### src/rtl/spi_ctrl_pkg.sv
// -----------------------------------------------------------------------------
// spi_ctrl_pkg
// Shared definitions for the SPI command sequencer:
//   - state_t    : FSM state encoding of spi_cmd_ctrl
//   - CMD_*      : command byte values decoded at the start of every frame
//   - STATUS_SIG : signature nibble returned in the upper half of a STATUS reply
// -----------------------------------------------------------------------------
package spi_ctrl_pkg;

  typedef enum logic [2:0] {
    IDLE,      // waiting for a frame to start
    CMD,       // waiting for the command byte
    ADDR_WR,   // waiting for the start address of a write
    ADDR_RD,   // waiting for the start address of a read
    WR_DATA,   // every received byte is written to the register file
    RD_FETCH,  // read strobe issued, waiting for reg_rdata
    RD_DATA,   // prefetched byte is in tx_data, waiting for the next dummy byte
    DISCARD    // rest of the frame is ignored
  } state_t;

  localparam logic [7:0] CMD_WRITE  = 8'h02;
  localparam logic [7:0] CMD_READ   = 8'h03;
  localparam logic [7:0] CMD_STATUS = 8'h05;

  localparam logic [3:0] STATUS_SIG = 4'hA;

endpackage : spi_ctrl_pkg

### src/rtl/spi_cmd_ctrl.sv
// -----------------------------------------------------------------------------
// spi_cmd_ctrl
// Command sequencer between an SPI slave byte layer and a local register file.
// Each frame starts with a command byte (WRITE / READ / STATUS), optionally
// followed by a start address and a stream of data bytes.
//
// Build option:
//   SPI_CMD_CTRL_AUTOINC_EN  defined   -> reg_addr increments after every data
//                                         byte (burst access), wrapping silently
//                            undefined -> reg_addr stays fixed for the frame
//
// Parameters:
//   ADDR_W     register-file address width
//   ERR_CNT_W  width of the saturating bad-command counter
//
// Ports:
//   clk, rst_n     clock (rising edge) and asynchronous active-low reset
//   frame_active   high while SSEL is asserted (already synchronised)
//   frame_start    one-cycle pulse at SSEL falling edge
//   rx_valid       one-cycle pulse, rx_data holds a complete received byte
//   rx_data        received byte
//   tx_data        byte the SPI layer shifts out at the next byte boundary
//   reg_addr       register-file address
//   reg_wr_en      one-cycle write strobe, with reg_wdata
//   reg_wdata      write data
//   reg_rd_en      one-cycle read strobe
//   reg_rdata      read data, valid exactly one cycle after reg_rd_en
//   err_cnt        saturating count of unknown command bytes
// -----------------------------------------------------------------------------
module spi_cmd_ctrl
  import spi_ctrl_pkg::*;
#(
  parameter int ADDR_W    = 8,
  parameter int ERR_CNT_W = 4
) (
  input  logic                 clk,
  input  logic                 rst_n,
  input  logic                 frame_active,
  input  logic                 frame_start,
  input  logic                 rx_valid,
  input  logic [7:0]           rx_data,
  output logic [7:0]           tx_data,
  output logic [ADDR_W-1:0]    reg_addr,
  output logic                 reg_wr_en,
  output logic [7:0]           reg_wdata,
  output logic                 reg_rd_en,
  input  logic [7:0]           reg_rdata,
  output logic [ERR_CNT_W-1:0] err_cnt
);

  state_t                 state, state_n;
  logic [7:0]             tx_n;
  logic [ADDR_W-1:0]      addr_n;
  logic [7:0]             wdata_n;
  logic                   wr_n;
  logic                   rd_n;
  logic [ERR_CNT_W-1:0]   err_n;

  logic [ADDR_W-1:0]      rx_addr;   // rx_data resized to the address width
  logic [3:0]             err_nib;   // err_cnt resized to the status nibble

  // Resize the received byte to an address: truncate or zero-extend.
  if (ADDR_W == 8) begin : g_addr_eq
    assign rx_addr = rx_data;
  end else if (ADDR_W > 8) begin : g_addr_wide
    assign rx_addr = {{(ADDR_W-8){1'b0}}, rx_data};
  end else begin : g_addr_narrow
    assign rx_addr = rx_data[ADDR_W-1:0];
  end

  // The status reply only carries four counter bits.
  if (ERR_CNT_W >= 4) begin : g_err_wide
    assign err_nib = err_cnt[3:0];
  end else begin : g_err_narrow
    assign err_nib = {{(4-ERR_CNT_W){1'b0}}, err_cnt};
  end

  // ---------------------------------------------------------------------------
  // Next-state and next-output logic
  // ---------------------------------------------------------------------------
  always_comb begin
    // NOTE: every signal driven here gets a default first, so no path can
    // leave one unassigned and infer a latch. Strobes default low, which makes
    // them single-cycle pulses by construction.
    state_n = state;
    tx_n    = tx_data;
    addr_n  = reg_addr;
    wdata_n = reg_wdata;
    wr_n    = 1'b0;
    rd_n    = 1'b0;
    err_n   = err_cnt;

`ifdef SPI_CMD_CTRL_AUTOINC_EN
    // A write is presented for one cycle at the current address; the address
    // moves on in the cycle after the strobe.
    if (reg_wr_en) begin
      addr_n = reg_addr + ADDR_W'(1);
    end
`endif

    if (!frame_active) begin
      // Frame ended or aborted: drop back to IDLE and stop issuing strobes.
      state_n = IDLE;
      tx_n    = 8'h00;
    end else begin
      case (state)
        IDLE: begin
          if (frame_start) begin
            state_n = CMD;
            tx_n    = 8'h00;
          end
        end

        CMD: begin
          if (rx_valid) begin
            case (rx_data)
              CMD_WRITE:  state_n = ADDR_WR;
              CMD_READ:   state_n = ADDR_RD;
              CMD_STATUS: begin
                state_n = DISCARD;
                tx_n    = {STATUS_SIG, err_nib};
              end
              default: begin
                state_n = DISCARD;
                if (err_cnt != '1) begin
                  err_n = err_cnt + ERR_CNT_W'(1);
                end
              end
            endcase
          end
        end

        ADDR_WR: begin
          if (rx_valid) begin
            addr_n  = rx_addr;
            state_n = WR_DATA;
          end
        end

        WR_DATA: begin
          if (rx_valid) begin
            wr_n    = 1'b1;
            wdata_n = rx_data;
          end
        end

        ADDR_RD: begin
          if (rx_valid) begin
            addr_n  = rx_addr;
            rd_n    = 1'b1;
            state_n = RD_FETCH;
          end
        end

        RD_FETCH: begin
          // First cycle here is the strobe cycle; reg_rdata is valid on the
          // second. Any rx_valid seen meanwhile is dropped.
          if (!reg_rd_en) begin
            tx_n    = reg_rdata;
            state_n = RD_DATA;
          end
        end

        RD_DATA: begin
          if (rx_valid) begin
`ifdef SPI_CMD_CTRL_AUTOINC_EN
            addr_n = reg_addr + ADDR_W'(1);
`endif
            rd_n    = 1'b1;
            state_n = RD_FETCH;
          end
        end

        DISCARD: begin
          // Hold tx_data, ignore everything until the frame ends.
        end

        default: state_n = IDLE;
      endcase
    end
  end

  // ---------------------------------------------------------------------------
  // State and output registers
  // ---------------------------------------------------------------------------
  // NOTE: non-blocking assignments only in clocked logic, so every register
  // samples the values from before the edge regardless of statement order.
  always_ff @(posedge clk or negedge rst_n) begin
    if (!rst_n) begin
      state     <= IDLE;
      tx_data   <= 8'h00;
      reg_addr  <= '0;
      reg_wdata <= 8'h00;
      reg_wr_en <= 1'b0;
      reg_rd_en <= 1'b0;
      err_cnt   <= '0;
    end else begin
      state     <= state_n;
      tx_data   <= tx_n;
      reg_addr  <= addr_n;
      reg_wdata <= wdata_n;
      reg_wr_en <= wr_n;
      reg_rd_en <= rd_n;
      err_cnt   <= err_n;
    end
  end

endmodule : spi_cmd_ctrl

### config.mk
export PLATFORM = sky130hd
export DESIGN_NAME = spi_cmd_ctrl
export DESIGN_NICKNAME = d
export VERILOG_FILES = /design/src/rtl/spi_ctrl_pkg.sv /design/src/rtl/spi_cmd_ctrl.sv
export SDC_FILE = /design/constraint.sdc
export NUM_CORES = 1
export LEC_CHECK = 0
export ABC_AREA = 1
export CAP_MARGIN = 20
export CORE_ASPECT_RATIO = 1.75
export CORE_MARGIN = 4
export CORE_UTILIZATION = 51
export DETAILED_ROUTE_END_ITERATION = 7
export PLACE_DENSITY = 0.94
export SLEW_MARGIN = 10
export SYNTH_ARGS = -nofsm -noshare
export SYNTH_HDL_FRONTEND = slang
export SYNTH_SLANG_ARGS = --single-unit
### constraint.sdc
create_clock -name clk -period 2.4 [get_ports clk]
set_clock_uncertainty 0.15 [all_clocks]
set_input_delay 0.24 -clock clk [delete_from_list [all_inputs] [get_ports clk]]
set_output_delay 0.24 -clock clk [all_outputs]
set_load 0.02 [all_outputs]
==> summary.md, run 1 <==
| Metric | Value |
|---|---|
| FF-to-FF setup slack | `0.61 ns` |
| Fin Setup TNS | `0 ns` |
| CTS max path bufs | `2` |
| Delay-heaviest family, CP | `buffers and inverters` |
| Finished Cell Area | `2390 um^2` |
| Clock Latency Late Sink | `0.29 ns` |
| Number of synthesized flops with an enable pin | `0` |
| CTS sink count | `33` |
| Cells after synthesis | `213` |
| Vias per inst | `5.14` |
| Final #Nets | `290` |
| Power density over cell area | `1210 nW/um^2` |
| WHS | `0.196 ns` |
| Critical path depth | `1` |
| Worst Setup Path Type | `register to output port` |
| # DRC | `0` |
| Hold crit path type | `primary input to asynchronous set/reset pin` |
| Post-Synth Adder-Cell Area | `0.714%` |
| Area grow syn2layout | `36.3%` |
| Largest family of logic cells by synthesized area | `simple AND/OR/NAND/NOR gates` |
| Most common cell after layout, fill and taps aside | `nand2_1` |
| Ranking of synthesized cells by area | `dfrtp_1, nand2_1, nand3_1` |
| Clock root buffer | `clkbuf_8` |
| Placeable Area | `3240 um^2` |
| Area share of the largest cell type after synthesis | `47.1%` |
| Most used DFF post-synth | `dfrtp_1` |
| Max IR drop VDD | `0.805 mV` |
| Synth Area in Simple Gates | `34.8%` |
| Total power | `0.00288 W` |
| Worst setup SP type | `register` |
| Row Count | `27` |
| H-tree Lvls | `2` |
| Cts repair resizes | `0` |
| CTS tree | `built` |
| CP Capture Point | `err_cnt[2]` |
| Slew Limit Fails | `0` |
| Chip height | `85.6 um` |
| Die area | `4480 um^2` |
| Synth unique cells | `24` |
| CTS Buf Count | `5` |
| Synth Area in XOR/XNOR | `0.999%` |
| Mux contribution to synthesized area | `0%` |
| Die X-Extent | `52.3 um` |
| CP Data Required Time | `2.01 ns` |
| Peak Freq | `558 MHz` |
| Wire per inst | `13.7 um` |
| FF-to-FF Start | `state[1]$_DFFE_PN0P_` |
| Avg Inst Size Synth | `8.23 um^2` |
| Busiest layer in global routing | `met2` |
| Detailed-route wire length | `4.25 mm` |
| Largest net degree at the start of global routing | `34` |
| Worst-path fanout max | `6` |
| Arr. time, crit path | `1.40 ns` |
| Max_cap viols | `0` |
| Total grt overflow | `0` |
| R2r worst-path depth | `8` |
| First-pass GRT wire length | `7.18 mm` |
| Worst-Margin Slew | `0.455 ns` |
| All-Layer GR Usage | `21.6%` |
| Netlist Area Pre-Place | `1750 um^2` |
| Endpoints failing hold | `0` |
| First-pass DRT Iterations | `6` |
| Max incr delay on CP | `0.65 ns` |
| R2R Path End | `tx_data[5]$_DFFE_PN0P_` |
| Drt initial violations | `38` |
| Count of final setup violators | `0` |
| Antenna viol nets, final | `0` |
| Most frequent cells in the layout | `nand2_1, clkdlybuf4s50_1, dfrtp_1, nand3_1, nor2_1` |
| Critical path cell sequence | `clkdlybuf4s50_1` |
| Ports | `51` |
| Met1 usage | `23.5%` |
| Register bit total from synthesis | `33` |
| Static Leak | `1.18 nW` |
| ANT cells | `0` |
| Post-CTS setup buffers | `0` |
| Period utilization | `74.6%` |
| Syn Nets | `235` |
| Placed inst area | `2280 um^2` |
| Met3 usage | `5.22%` |
| CP bufs+invs | `1` |
| Initial Util | `54.1%` |
| CTS clk-pin slew, worst paths | `0.06 ns` |
| Slowest CP cell | `clkdlybuf4s50_1` |
| Post-DP HPWL | `3.20 mm` |
| Relative slew slack | `69.7%` |
| Status | `completed` |
| Vias in the first global route | `1607` |
| Synth warn | `0` |
| CP startpoint | `err_cnt[2]$_DFFE_PN0P_` |
| RePlAce Congestion | `0.845` |
| Tmin final | `1.79 ns` |
| Synth area leader | `dfrtp_1` |
| Initial antenna violation count | `0` |
| Hold Buf Count CTS | `0` |
| Via count | `1600` |
| RSZ-0062 raised after global routing | `no` |
| Async set-reset flop share out of synthesis | `100%` |
| Sequential share of the synthesized area | `47.1%` |
| Met2 GRT Util | `37.2%` |
| Endpoint class of the critical path | `output port` |
| Share of layout cells above drive strength 1 | `13.8%` |
| Synth Area in Compound Gates | `9.78%` |
| PortBufs | `50` |
through the flow:
stage          std cells  worst slack [ns]  utilization, %
2_1_floorplan        213             0.791               -
3_3_place_gp         304             0.454            70.4
3_5_place_dp         304             0.400            70.4
4_1_cts              311             0.614            73.6
5_1_grt              311             0.461            73.6
6_report             311             0.609            73.6
worst min path at each step:
stage | start | end | slack, ns | depth (start not counted)
after detailed placement | tx_data[1]$_DFFE_PN0P_ | tx_data[1]$_DFFE_PN0P_ | 0.31 | 2
after global routing | rst_n | reg_wdata[0]$_DFFE_PN0P_ | 0.24 | 2
after floorplan | rst_n | err_cnt[0]$_DFFE_PN0P_ | -0.21 | 0
after CTS | rst_n | reg_wdata[0]$_DFFE_PN0P_ | 0.21 | 2
after global placement | tx_data[1]$_DFFE_PN0P_ | tx_data[1]$_DFFE_PN0P_ | 0.30 | 2
final | rst_n | reg_wdata[0]$_DFFE_PN0P_ | 0.20 | 2
report_power, final:
part           switching (W)  internal, W  total (W)  leakage, nW
registers           0.000200     0.000766   0.000966        0.433
clock network       0.000194     0.000301   0.000495       0.0540
logic               0.000810     0.000611    0.00142        0.692
logic make-up after synthesis:
family | after synthesis
AOI/OAI and AO/OA | 24
xor gates and xnor gates | 2
adders and majority gates | 1
buffers and inverters | 25
DFF | 33
and+or+nand+nor | 128
layout make-up:
class / instances / area [um^2]
multi-input combinational: 155 / 811
fill: 250 / 855
inverter: 21 / 78.8
timing repair buffer: 52 / 515
clock buffer: 5 / 68.8
clock inverter: 2 / 35.0
tap: 43 / 53.8
sequential: 33 / 826
sequential cells by signal, indices dropped and copies added (netlist names):
register / flops
reg_wr_en: 1
tx_data: 8
reg_rd_en: 1
err_cnt: 4
reg_addr: 8
state: 3
reg_wdata: 8
routing by layer:
metal	part of all wire [%]	routed length, um
met4	3.2	134
met2	54	2300
met3	5.6	236
met1	37	1570
met5	0	0
synthesized netlist by cell type, types with 2 or more instances:
library cell	instances
nand2_1	70
a21oi_1	2
o21ai_2	8
inv_1	16
nand2_2	4
nor2_2	2
nand3_1	23
nand4_1	2
nor2_8	3
o21ai_0	12
buf_6	3
dfrtp_1	33
inv_2	5
nor2_1	19
nand2_4	2
Power figures use the tool's default switching activity.
==> run 2: changes to the inputs <==
--- a/config.mk
+++ b/config.mk
@@ -9,9 +9,9 @@
 export CAP_MARGIN = 20
 export CORE_ASPECT_RATIO = 1.75
 export CORE_MARGIN = 4
-export CORE_UTILIZATION = 51
+export CORE_UTILIZATION = 47
 export DETAILED_ROUTE_END_ITERATION = 7
-export PLACE_DENSITY = 0.94
+export PLACE_DENSITY = 0.88
 export SLEW_MARGIN = 10
 export SYNTH_ARGS = -nofsm -noshare
 export SYNTH_HDL_FRONTEND = slang
==> constraint.sdc (replaced) <==
create_clock -name clk -period 1.8 [get_ports clk]
set_clock_uncertainty 0.15 [all_clocks]
set_input_delay 0.18 -clock clk [delete_from_list [all_inputs] [get_ports clk]]
set_output_delay 0.18 -clock clk [all_outputs]
set_load 0.02 [all_outputs]
==> summary.md, run 2 (same netlist as run 1, synthesis figures left out) <==
| Metric | Value |
|---|---|
| Status | `completed` |
| Slew Limit Fails | `0 (unchanged)` |
| All-Layer GR Usage | `19.8% (-1.8 points)` |
| Wire per inst | `12.9 um (-5.7%)` |
| Post-DP HPWL | `3.28 mm (+2.5%)` |
| Largest net degree at the start of global routing | `34 (unchanged)` |
| # DRC | `0 (unchanged)` |
| Via count | `1605 (+0.31%)` |
| CTS max path bufs | `2 (unchanged)` |
| Most common cell after layout, fill and taps aside | `nand2_1` |
| RSZ-0062 raised after global routing | `no` |
| Finished Layout Cells | `325 (+4.5%)` |
| ANT cells | `0 (unchanged)` |
| Arr. time, crit path | `1.39 ns (about the same)` |
| First-pass GRT wire length | `6.96 mm (-3.1%)` |
| Most frequent cells in the layout | `nand2_1, clkdlybuf4s50_1, dfrtp_1, nand3_1, nor2_1` |
| Antenna viol nets, final | `0 (unchanged)` |
| Worst setup SP type | `register` |
| R2r worst-path depth | `6 (-2)` |
| Area grow syn2layout | `41.7%` |
| R2R Path End | `reg_wdata[0]$_DFFE_PN0P_` |
| Die X-Extent | `54.2 um (+3.5%)` |
| # fillers | `286 (+14%)` |
| Delay-heaviest family, CP | `buffers and inverters` |
| Vias in the first global route | `1602 (-0.31%)` |
| CTS clk-pin slew, worst paths | `0.07 ns (about the same)` |
| CP bufs+invs | `1 (unchanged)` |
| Peak Freq | `582 MHz` |
| Max IR drop VDD | `1.20 mV (+49%)` |
| First-pass DRT Iterations | `4 (-2)` |
| Endpoints failing hold | `0 (unchanged)` |
| Clock Latency Late Sink | `0.28 ns (about the same)` |
| Worst-Margin Slew | `0.414 ns (-0.0412 ns)` |
| Period utilization | `95.4%` |
| PortBufs | `50 (unchanged)` |
| Endpoint class of the critical path | `output port` |
| Static Leak | `1.23 nW (+4.5%)` |
| Largest registers | `reg_addr x8, reg_wdata x8, tx_data x8` |
| FF-to-FF setup slack | `0.18 ns (-0.43 ns)` |
| Hold Buf Count CTS | `0 (unchanged)` |
| Row Count | `29 (+7.4%)` |
| Hold crit path type | `primary input to asynchronous set/reset pin` |
| Relative slew slack | `72.4% (+2.7 points)` |
| CP Data Required Time | `1.47 ns (-0.54 ns)` |
| Chip height | `88.8 um (+3.8%)` |
| Seq. cell area | `827 um^2 (+0.15%)` |
| Area of the multi-input gates | `813 um^2 (+0.31%)` |
| Total grt overflow | `0 (unchanged)` |
| Worst-path fanout max | `6 (unchanged)` |
| Initial Util | `48.3% (-5.7 points)` |
| Placeable Area | `3630 um^2 (+12%)` |
| FF-to-FF Start | `state[1]$_DFFE_PN0P_` |
| CTS sink count | `33 (unchanged)` |
| Dpl cells | `317 (+4.3%)` |
| Finished Cell Area | `2480 um^2 (+4.0%)` |
| Worst Setup Path Type | `register to output port` |
| Share of layout cells above drive strength 1 | `17.6% (+3.8 points)` |
| H-tree Lvls | `2 (unchanged)` |
| Max_cap viols | `0 (unchanged)` |
| CTS Buf Count | `5 (unchanged)` |
| Final #Nets | `300 (+3.4%)` |
| Initial antenna violation count | `0 (unchanged)` |
| CTS tree | `built` |
| Max incr delay on CP | `0.65 ns (about the same)` |
| Power density over cell area | `1580 nW/um^2 (+31%)` |
| Detailed-route wire length | `4.18 mm (-1.5%)` |
| Drt initial violations | `60 (+58%)` |
| Count of final setup violators | `0 (unchanged)` |
| Tmin final | `1.72 ns` |
| Placed inst area | `2360 um^2 (+3.5%)` |
| Clock root buffer | `clkbuf_8` |
| Die area | `4810 um^2 (+7.5%)` |
| Vias per inst | `4.94 (-4.0%)` |
| Critical path cell sequence | `clkdlybuf4s50_1` |
| Ports | `51 (unchanged)` |
| Slowest CP cell | `clkdlybuf4s50_1` |
| RePlAce Congestion | `0.790 (-6.6%)` |
==> run 2: power by group <==
group	leakage [nW]	internal, W	switching [W]
sequential	0.431	0.00102	0.000244
clock	0.0585	0.000451	0.000253
combinational	0.742	0.000852	0.00110
total	1.23	0.00233	0.00160
==> run 2: what timing repair did <==
action                                  4_1_cts  5_1_grt
endpoints found under the hold margin         0        0
endpoints found under the setup margin        0       13
resized for setup                             0        2
buffers inserted                              0        0
==> run 2: metal layers <==
layer / up-vias / track usage, % / share of wire, %
met2: 56 / 35.8 / 56
li1: 806 / - / -
met3: 13 / 3.71 / 4.5
met1: 730 / 21.1 / 37
met5: - / 0 / 0
met4: 0 / 9.30 / 3.3
==> run 2: layout make-up <==
class / instances / share of cell area, %
Inverter: 21 / 3.17
Clock inverter: 1 / 1.21
Timing Repair Buffer: 62 / 23.8
Multi-Input combinational cell: 155 / 32.7
Tap cell: 46 / 2.32
Sequential cell: 33 / 33.3
Clock buffer: 7 / 3.48
==> run 2: how the worst max path moves through the flow <==
stage                                 startpoint                       end  slack [ns]  depth (start not counted)
final                     err_cnt[2]$_DFFE_PN0P_                err_cnt[2]        0.08                          1
after global routing      err_cnt[2]$_DFFE_PN0P_                err_cnt[2]        0.03                          1
after CTS                 err_cnt[2]$_DFFE_PN0P_                err_cnt[2]        0.07                          1
after detailed placement              rx_data[3]    tx_data[5]$_DFFE_PN0P_       -0.01                          7
after global placement                  rx_valid  reg_wdata[0]$_DFFE_PN0P_        0.03                          6
after floorplan           err_cnt[0]$_DFFE_PN0P_    err_cnt[2]$_DFFE_PN0P_        0.19                          7
==> run 2: stage by stage <==
stage / power, W / worst slack [ns] / TNS (ns) / hold WS [ns] / util [%]
floorplan: 0.00244 / 0.191 / 0 / -0.266 / -
global placement: 0.00317 / 0.0297 / 0 / 0.306 / 65.1
detailed placement: 0.00322 / -0.0137 / -0.0397 / 0.308 / 65.1
CTS: 0.00394 / 0.0706 / 0 / 0.159 / 68.3
global route: 0.00420 / 0.0269 / 0 / 0.203 / 68.4
finish: 0.00392 / 0.0827 / 0 / 0.152 / 68.4
==> run 2: worst register-to-register path, delay by kind of cell, from the launching register on <==
family / cells / cell delay (ns)
flops: 1 / 0.49
compound gates: 1 / 0.05
buf+inv: 2 / 0.27
simple gates: 3 / 0.54
==> run 3: changes to the inputs <==
--- a/config.mk
+++ b/config.mk
@@ -12,7 +12,6 @@
 export CORE_UTILIZATION = 47
 export DETAILED_ROUTE_END_ITERATION = 7
 export PLACE_DENSITY = 0.88
-export SLEW_MARGIN = 10
 export SYNTH_ARGS = -nofsm -noshare
 export SYNTH_HDL_FRONTEND = slang
 export SYNTH_SLANG_ARGS = --single-unit
==> results of run 3 <==
The final DEF is identical to that of run 2; final timing and power are the same.
